## src/rtl/alu_mul_seq.sv

```systemverilog
// alu_mul_seq: 16-bit multiply (low word) computed by sequencing a shared,
// external Hack-style ALU through a shift-add loop. The ALU is owned only
// while busy. Every step waits for alu_gnt, so a withheld grant freezes the
// whole sequencer. The low product word is the same for signed and unsigned
// operands.
module alu_mul_seq #(
    parameter int WIDTH      = 16,
    parameter bit EARLY_EXIT = 1'b0
) (
    input  logic             clk,
    input  logic             rst_n,
    input  logic             start,
    input  logic [WIDTH-1:0] a,
    input  logic [WIDTH-1:0] b,
    output logic             busy,
    output logic             done,
    output logic [WIDTH-1:0] product,
    output logic             alu_req,
    input  logic             alu_gnt,
    output logic [WIDTH-1:0] alu_x,
    output logic [WIDTH-1:0] alu_y,
    output logic             alu_zx,
    output logic             alu_nx,
    output logic             alu_zy,
    output logic             alu_ny,
    output logic             alu_f,
    output logic             alu_no,
    input  logic [WIDTH-1:0] alu_out
);

    localparam int            CW       = $clog2(WIDTH + 1);
    localparam logic [CW-1:0] LAST_CNT = CW'(WIDTH - 1);

    typedef enum logic [1:0] {
        S_IDLE = 2'd0,
        S_CLR  = 2'd1,
        S_ADD  = 2'd2,
        S_DBL  = 2'd3
    } state_t;

    state_t           r_state;
    state_t           w_next;
    logic [WIDTH-1:0] r_acc;
    logic [WIDTH-1:0] r_m;
    logic [WIDTH-1:0] r_mplr;
    logic [WIDTH-1:0] r_product;
    logic [CW-1:0]    r_cnt;
    logic             r_done;
    logic             w_last_iter;
    logic             w_finish;

    // The last iteration is either the WIDTH-th doubling, or (with early exit)
    // the first doubling after which no multiplier bits remain set.
    assign w_last_iter = (r_cnt == LAST_CNT) ||
                         (EARLY_EXIT && ((r_mplr >> 1) == '0));
    assign w_finish    = (r_state == S_DBL) && alu_gnt && w_last_iter;

    // State register
    always_ff @(posedge clk or negedge rst_n) begin
        if (!rst_n) begin
            r_state <= S_IDLE;
        end else begin
            r_state <= w_next;
        end
    end

    // Next-state: IDLE waits for start, every other state advances only on grant
    always_comb begin
        w_next = r_state;
        case (r_state)
            S_IDLE: if (start)   w_next = S_CLR;
            S_CLR:  if (alu_gnt) w_next = S_ADD;
            S_ADD:  if (alu_gnt) w_next = S_DBL;
            S_DBL:  if (alu_gnt) w_next = w_last_iter ? S_IDLE : S_ADD;
            default:             w_next = S_IDLE;
        endcase
    end

    // Working registers: operand capture, then ALU results written back per step
    always_ff @(posedge clk or negedge rst_n) begin
        if (!rst_n) begin
            r_acc  <= '0;
            r_m    <= '0;
            r_mplr <= '0;
            r_cnt  <= '0;
        end else begin
            case (r_state)
                S_IDLE: begin
                    if (start) begin
                        r_m    <= a;
                        r_mplr <= b;
                        r_cnt  <= '0;
                    end
                end
                S_CLR: begin
                    if (alu_gnt) r_acc <= alu_out;
                end
                S_ADD: begin
                    if (alu_gnt && r_mplr[0]) r_acc <= alu_out;
                end
                S_DBL: begin
                    if (alu_gnt) begin
                        r_m    <= alu_out;
                        r_mplr <= r_mplr >> 1;
                        r_cnt  <= r_cnt + 1'b1;
                    end
                end
                default: ;
            endcase
        end
    end

    // Result and done pulse: the final ADD already settled acc before the last DBL
    always_ff @(posedge clk or negedge rst_n) begin
        if (!rst_n) begin
            r_product <= '0;
            r_done    <= 1'b0;
        end else begin
            r_done <= w_finish;
            if (w_finish) r_product <= r_acc;
        end
    end

    // Outputs: ALU operands/controls per state; all zero while idle
    always_comb begin
        alu_x  = '0;
        alu_y  = '0;
        alu_zx = 1'b0;
        alu_nx = 1'b0;
        alu_zy = 1'b0;
        alu_ny = 1'b0;
        alu_f  = 1'b0;
        alu_no = 1'b0;
        case (r_state)
            S_CLR: begin
                alu_zx = 1'b1;
                alu_zy = 1'b1;
                alu_f  = 1'b1;
            end
            S_ADD: begin
                alu_x = r_acc;
                alu_y = r_m;
                alu_f = 1'b1;
            end
            S_DBL: begin
                alu_x = r_m;
                alu_y = r_m;
                alu_f = 1'b1;
            end
            default: ;
        endcase
    end

    assign busy    = (r_state != S_IDLE);
    assign alu_req = busy;
    assign done    = r_done;
    assign product = r_product;

endmodule

```

## config.mk

```make
export PLATFORM = sky130hd
export DESIGN_NAME = alu_mul_seq
export DESIGN_NICKNAME = d
export VERILOG_FILES = /design/src/rtl/alu_mul_seq.sv
export SDC_FILE = /design/constraint.sdc
export NUM_CORES = 1
export LEC_CHECK = 0
export ABC_CLOCK_PERIOD_IN_PS = 2100
export CAP_MARGIN = 20
export CORE_ASPECT_RATIO = 0.9
export CORE_MARGIN = 8
export CORE_UTILIZATION = 49
export DETAILED_ROUTE_END_ITERATION = 12
export GPL_ROUTABILITY_DRIVEN = 0
export MAX_ROUTING_LAYER = met4
export PLACE_DENSITY_LB_ADDON = 0.05
export SLEW_MARGIN = 0
export SYNTH_ARGS = -nofsm -noshare
export SYNTH_HDL_FRONTEND = slang
export SYNTH_SLANG_ARGS = --single-unit
```

## constraint.sdc

```tcl
create_clock -name clk -period 2.1 [get_ports clk]
set_clock_uncertainty 0.1 [all_clocks]
set_input_delay 0.42 -clock clk [delete_from_list [all_inputs] [get_ports clk]]
set_output_delay 0.42 -clock clk [all_outputs]
set_load 0.02 [all_outputs]
```

==> flow_summary.yaml, run 1 <==
outcome:
  run_status: "finished, final reports clean"
sta:
  setup_viol_count_final: 0
  rsz0062_at_grt: "no"
  min_period_ns: 2.06
  setup_tns_ns: 0
  timing.slew.headroom_pct: 64.1
  final-hold-violation-count: 0
  fmaxAchievable_mhz: 486
  post-route-period-util_pct: 98.0
  tightest_slew_ns: 0.539
  finalMaxSlewViolations: 0
setup_path:
  timing.critical_path.arrival_ns: 1.54
  end_kind: "output pin"
  crit-reg2reg-capture: "r_m[8]$_DFFE_PN0P_"
  worst_r2r_path_depth: 6
  cp_max_fo: 8
  timing.critical_path.required_ns: 1.58
  worst_setup_path_start_kind: "flop"
  worst-setup-path-type: "reg2out"
  critical_path.reg2reg.startpoint: "r_state[1]$_DFFE_PN0P_"
  worst-r2r-setup-slack_ns: 0.10
die:
  fp.dieH_um: 104
  ios: 109
  num_rows: 32
  core_area_um2: 8410
  overall_die_area_um2: 11700
  die_w_um: 113
  starting_density_pct: 49.7
clock_tree:
  clock_tree.root_cell: "sky130_fd_sc_hd__clkbuf_8"
  cts-root-to-sink-buffers: 2
  clk_latency_ns: 0.34
  numCtsBuffers: 9
  clkSinkCount: 72
  clk_pin_slew_ns: 0.08
  clock_tree_from_tritoncts: "done"
  cts_max_level: 3
global_route:
  track_usage_pct: 19.4
  grt_max_degree: 40
  first_global_vias: 3445
  grt_first_pass_wirelength_mm: 17.9
  antenna_violations_before_repair: 0
  grt-ovfl-total: 0
layout:
  post_route_cells_drive_above_1_share_pct: 32.4
  n_antenna_cell: 0
  final_net_count: 512
  area.sequential_um2: 1800
  synthToLayoutAreaGrowth_pct: 34.5
  fillCellCount: 697
  postLayoutCellArea_um2: 5620
  multiInputGateArea_um2: 2170
  finish.utilization_pct: 66.8
detailed_routing:
  mean_routed_wirelength_per_cell_um: 19.3
  antenna_left: 0
  detail_route.first_pass.iterations: 4
  vias_per_cell: 5.64
  routed_wl_mm: 10.9
  via_count: 3189
  initialDrtViolationCount: 141
  drc_errors: 0
logic_synthesis:
  synth_warnings: 0
  synth.avg_cell_area_um2: 12.2
  post_synth_main_area_contributors: "sky130_fd_sc_hd__dfrtp_1, sky130_fd_sc_hd__mux2_4, sky130_fd_sc_hd__mux2_2, sky130_fd_sc_hd__mux2i_1, sky130_fd_sc_hd__nor2b_1"
  synth_top_cell_area_share_pct: 43.1
  seq_area_frac_synth_pct: 43.1
  postSynthRegisterBits: 72
  yosys.area.top_type: "sky130_fd_sc_hd__dfrtp_1"
  synth_flop_cell: "sky130_fd_sc_hd__dfrtp_1"
  synthesized_area_um2: 4180
  synthesis.instances: 341
  synth.lib_cells_used.distinct: 38
  ys_async_sr_fraction_pct: 100
  synth_enable_flop_cells: 0
placed_design:
  dp.final_hpwl_mm: 7.74
  post_place_cell_area_um2: 5460
  port_buffers: 105
hold_path:
  hold_crit_depth: 1
  hold_crit_class: "reg2reg"
  min-delay-start: "r_mplr[9]$_DFFE_PN0P_"
  worst_hold_path.endpoint: "r_mplr[9]$_DFFE_PN0P_"
flow_run:
  timing.max_cap.violations: 0
power:
  total_power_mw: 6.32
  areal_power_density_over_the_cells_nw_per_um2: 1120
  p_leak_nw: 2.58
  ir_worst_vdd_uv: 532
kinds of logic after synthesis:
kind of cell / synth area share, %
other cells: 0.0898
mux: 30.1
fa+ha+maj: 0.599
flops: 43.1
buf+inv: 5.42
simple gates: 10.8
compound gates: 9.86
worst max path at each step:
stage                                       from                      end  cells past startpoint  slack, ns
after CTS                 r_state[0]$_DFFE_PN0P_                  alu_req                      3      0.003
final                     r_state[1]$_DFFE_PN0P_                 alu_y[1]                      4       0.04
after global routing      r_state[1]$_DFFE_PN0P_                alu_y[15]                      4     0.0006
after floorplan             r_cnt[0]$_DFFE_PN0P_  product[10]$_DFFE_PN0P_                      6       0.24
after detailed placement  r_state[1]$_DFFE_PN0P_   product[1]$_DFFE_PN0P_                      5       0.01
after global placement    r_state[1]$_DFFE_PN0P_   product[1]$_DFFE_PN0P_                      5       0.05
cell usage in the layout (no fill, tap or decap), drive strengths merged, types with 2 or more instances in the layout:
| master | count |
|---|---|
| a21oi | 7 |
| nor3b | 6 |
| dlygate4sd2 | 12 |
| clkbuf | 25 |
| clkdlybuf4s15 | 9 |
| and3 | 2 |
| conb | 3 |
| mux2 | 76 |
| nor3 | 2 |
| clkdlybuf4s50 | 67 |
| o22ai | 10 |
| clkinv | 3 |
| o221a | 5 |
| a211oi | 11 |
| nor2b | 21 |
| nor2 | 14 |
| nand2 | 4 |
| o32ai | 12 |
| mux2i | 19 |
| nand3 | 3 |
| o21ai | 7 |
| dfrtp | 72 |
| and2 | 18 |
| nand2b | 2 |
| ha | 2 |
| inv | 7 |
| buf | 34 |
per-layer routing:
metal | GRT usage, % | vias up | share of wire (%)
li1 | - | 1468 | -
met1 | 25.6 | 1593 | 48
met2 | 30.2 | 115 | 47
met3 | 3.08 | 13 | 4.2
met4 | 5.89 | 0 | 1.2
met5 | - | - | 0
registers in the layout (all words and copies together) (netlist names):
register,cells
r_state,2
r_cnt,5
done,1
r_mplr,16
r_m,16
product,16
r_acc,16
worst max-delay path, cell delays in order, from the launching register on:
cell and delay (ns):
sky130_fd_sc_hd__dfrtp_2 0.45, sky130_fd_sc_hd__buf_4 0.15, sky130_fd_sc_hd__buf_4 0.16, sky130_fd_sc_hd__and2_1 0.13, sky130_fd_sc_hd__dlygate4sd2_1 0.31
report_power, final:
part	switching, mW	internal [mW]	total [mW]
registers	0.437	1.87	2.30
logic	1.35	1.61	2.96
clock network	0.513	0.545	1.06
total	2.30	4.02	6.32
synth_stat cells (2+ instances only):
cell	number
sky130_fd_sc_hd__mux2i_1	19
sky130_fd_sc_hd__nor2b_1	21
sky130_fd_sc_hd__buf_4	9
sky130_fd_sc_hd__o221a_2	5
sky130_fd_sc_hd__mux2_4	56
sky130_fd_sc_hd__nand2b_1	2
sky130_fd_sc_hd__a211oi_1	11
sky130_fd_sc_hd__buf_2	7
sky130_fd_sc_hd__dfrtp_1	72
sky130_fd_sc_hd__buf_6	5
sky130_fd_sc_hd__a21oi_1	7
sky130_fd_sc_hd__clkbuf_1	10
sky130_fd_sc_hd__inv_1	7
sky130_fd_sc_hd__nor3b_1	6
sky130_fd_sc_hd__mux2_2	20
sky130_fd_sc_hd__and2_1	17
sky130_fd_sc_hd__nor3_1	2
sky130_fd_sc_hd__o21ai_0	6
sky130_fd_sc_hd__o22ai_1	10
sky130_fd_sc_hd__o32ai_1	12
sky130_fd_sc_hd__ha_1	2
sky130_fd_sc_hd__nand2_1	4
sky130_fd_sc_hd__and3_1	2
sky130_fd_sc_hd__nor2_1	14
sky130_fd_sc_hd__nand3_1	2
repair_timing:
| item | 4_1_cts | 5_1_grt |
|---|---|---|
| buffers inserted | 3 | 3 |
| hold endpoints to repair | 38 | 0 |
| hold buffers | 1 | 0 |
| gates resized for setup | 50 | 34 |
| endpoints found under the setup margin | 37 | 22 |
metrics by stage:
step                      worst slack [ns]  hold WS, ns  instances
after floorplan                      0.242       0.0244        343
after global placement              0.0540        0.339        542
after detailed placement            0.0126        0.337        542
after CTS                          0.00279        0.414        562
after global routing              0.000579        0.437        565
final                               0.0422        0.410        565
layout make-up:
class	count	share of cell area, %
multi-input combinational	232	38.6
inverter	7	0.468
sequential	72	32.1
timing repair buffer	136	23.4
tap	102	2.27
clock inverter	4	0.802
clock buffer	12	2.40
Power figures use the tool's default switching activity.
==> run 2: changes to the inputs <==
- CORE_MARGIN: 8 -> not set
==> run 2 against run 1 <==
  * Register-to-register slack improved by 0.06 ns
  * Via count decreased by 1.6%
  * Combinational power decreased by 1%
  * Highest routed layer unchanged
  * Clock-buffer cell count unchanged
  * Sequential share of layout area increased by 0.43 points
  * Clock power about the same
  * First-iteration DRC count increased by 2.1%
==> flow_summary.yaml, run 2 (same netlist as run 1, synthesis figures left out) <==
die:
  fp.dieH_um: 89.6
  num_rows: 31
  starting_density_pct: 51.3
  core_area_um2: 8150
  ios: 109
  overall_die_area_um2: 8900
  die_w_um: 99.3
detailed_routing:
  mean_routed_wirelength_per_cell_um: 18.0
  via_count: 3137
  detail_route.first_pass.iterations: 4
  initialDrtViolationCount: 144
  antenna_left: 0
  drc_errors: 0
  vias_per_cell: 5.65
  routed_wl_mm: 10.0
power:
  areal_power_density_over_the_cells_nw_per_um2: 1130
  p_leak_nw: 2.55
  ir_worst_vdd_uv: 563
  total_power_mw: 6.29
global_route:
  track_usage_pct: 24.3
  antenna_violations_before_repair: 0
  grt-ovfl-total: 0
  grt_first_pass_wirelength_mm: 16.1
  grt_max_degree: 43
  first_global_vias: 3094
layout:
  postLayoutCellArea_um2: 5540
  synthToLayoutAreaGrowth_pct: 32.7
  post_route_cells_drive_above_1_share_pct: 30.9
  final_net_count: 505
  final_common_cell: "sky130_fd_sc_hd__dfrtp_1"
  layout_common_cells: "sky130_fd_sc_hd__dfrtp_1, sky130_fd_sc_hd__clkdlybuf4s50_1, sky130_fd_sc_hd__mux2_4, sky130_fd_sc_hd__nor2b_1, sky130_fd_sc_hd__mux2_2"
  stdcell_count: 555
  fillCellCount: 650
  n_antenna_cell: 0
setup_path:
  path_buf_inv: 3
  crit_slowest_cell: "sky130_fd_sc_hd__dfrtp_2"
  timing.critical_path.required_ns: 1.58
  worst_setup_path_start_kind: "flop"
  critical_path.cell_chain: "buf_6 > buf_12 > mux2i_1 > nor2b_1 > buf_4"
  critPathMaxStageDelay_ns: 0.47
  cp_max_fo: 16
  end_kind: "output pin"
  worst-setup-path-type: "reg2out"
  timing.critical_path.arrival_ns: 1.52
  worst_path_dominant_cell_family: "flip-flops"
clock_tree:
  clock_tree.root_cell: "sky130_fd_sc_hd__clkbuf_8"
  numCtsBuffers: 9
  clock_tree_from_tritoncts: "done"
  cts-root-to-sink-buffers: 2
  cts_max_level: 3
  clkSinkCount: 72
  clk_pin_slew_ns: 0.08
  clk_latency_ns: 0.34
placed_design:
  dpl.cell_count: 536
  port_buffers: 105
  post_place_cell_area_um2: 5420
  dp.final_hpwl_mm: 6.92
  placement.setup.worst_slack_ns: 0.0245
sta:
  fmaxAchievable_mhz: 490
  post-route-period-util_pct: 97.3
  setup_tns_ns: 0
  setup_viol_count_final: 0
  final-hold-violation-count: 0
  min_period_ns: 2.04
  timing.final.ws_setup_ns: 0.0573
  finalMaxSlewViolations: 0
  rsz0062_at_grt: "yes"
hold_path:
  hold_crit_class: "reg2reg"
flow_run:
  timing.max_cap.violations: 0
outcome:
  run_status: "finished, final reports clean"
-- run 2: stage by stage --
step | utilization (%) | hold WS (ns)
2_1_floorplan | - | 0.0244
5_1_grt | 68.0 | 0.430
3_5_place_dp | 66.6 | 0.320
4_1_cts | 68.3 | 0.409
6_report | 68.0 | 0.408
3_3_place_gp | 66.6 | 0.318
-- run 2: repair_timing --
| action | 4_1_cts | 5_1_grt |
|---|---|---|
| hold endpoints to repair | 35 | 0 |
| setup endpoints to repair | 37 | 15 |
| buffers inserted | 2 | 0 |
| gates resized for setup | 79 | 14 |
| hold buffers | 1 | 0 |
-- run 2: worst register-to-register path, stage by stage (launching register included) --
cell and delay, ns:
sky130_fd_sc_hd__dfrtp_1 0.40, sky130_fd_sc_hd__buf_12 0.21, sky130_fd_sc_hd__and2_4 0.35, sky130_fd_sc_hd__buf_12 0.18, sky130_fd_sc_hd__mux2_2 0.33, sky130_fd_sc_hd__mux2_2 0.26
-- run 2: per-layer routing --
| metal | part of all wire, % | global-route usage [%] | up-vias |
|---|---|---|---|
| met2 | 48 | 38.1 | 127 |
| met1 | 46 | 32.2 | 1551 |
| li1 | - | - | 1452 |
| met3 | 5.8 | 5.80 | 7 |
| met4 | 0.78 | 5.75 | 0 |
| met5 | 0 | - | - |
-- run 2: area by class of cell --
cell class	instances	area [um^2]	share of cell area, %
well taps	99	124	2.24
clock inverters	4	45.0	0.813
repair buffers	129	1240	22.4
clock buffers	12	135	2.44
inverters	7	26.3	0.474
flip-flops and latches	72	1800	32.5
multi-input cells	232	2160	39.0
-- run 2: path summary, 6_finish.rpt --
| path | startpoint | endpoint | slack [ns] | cells after the start |
|---|---|---|---|---|
| max | r_state[0]$_DFFE_PN0P_ | alu_x[12] | 0.06 | 5 |
| min | product[11]$_DFFE_PN0P_ | product[11]$_DFFE_PN0P_ | 0.41 | 1 |
| max reg2reg | r_state[1]$_DFFE_PN0P_ | r_mplr[8]$_DFFE_PN0P_ | 0.16 | 5 |
| min reg2reg | product[11]$_DFFE_PN0P_ | product[11]$_DFFE_PN0P_ | 0.41 | 1 |
| max in group asynchronous | rst_n | r_mplr[7]$_DFFE_PN0P_ | 0.88 | 3 |
| min in group asynchronous | rst_n | r_m[7]$_DFFE_PN0P_ | 0.48 | 2 |
-- run 2: where the power goes --
part,switching (mW),internal [mW]
logic,1.32,1.60
registers,0.447,1.87
clock network,0.508,0.545
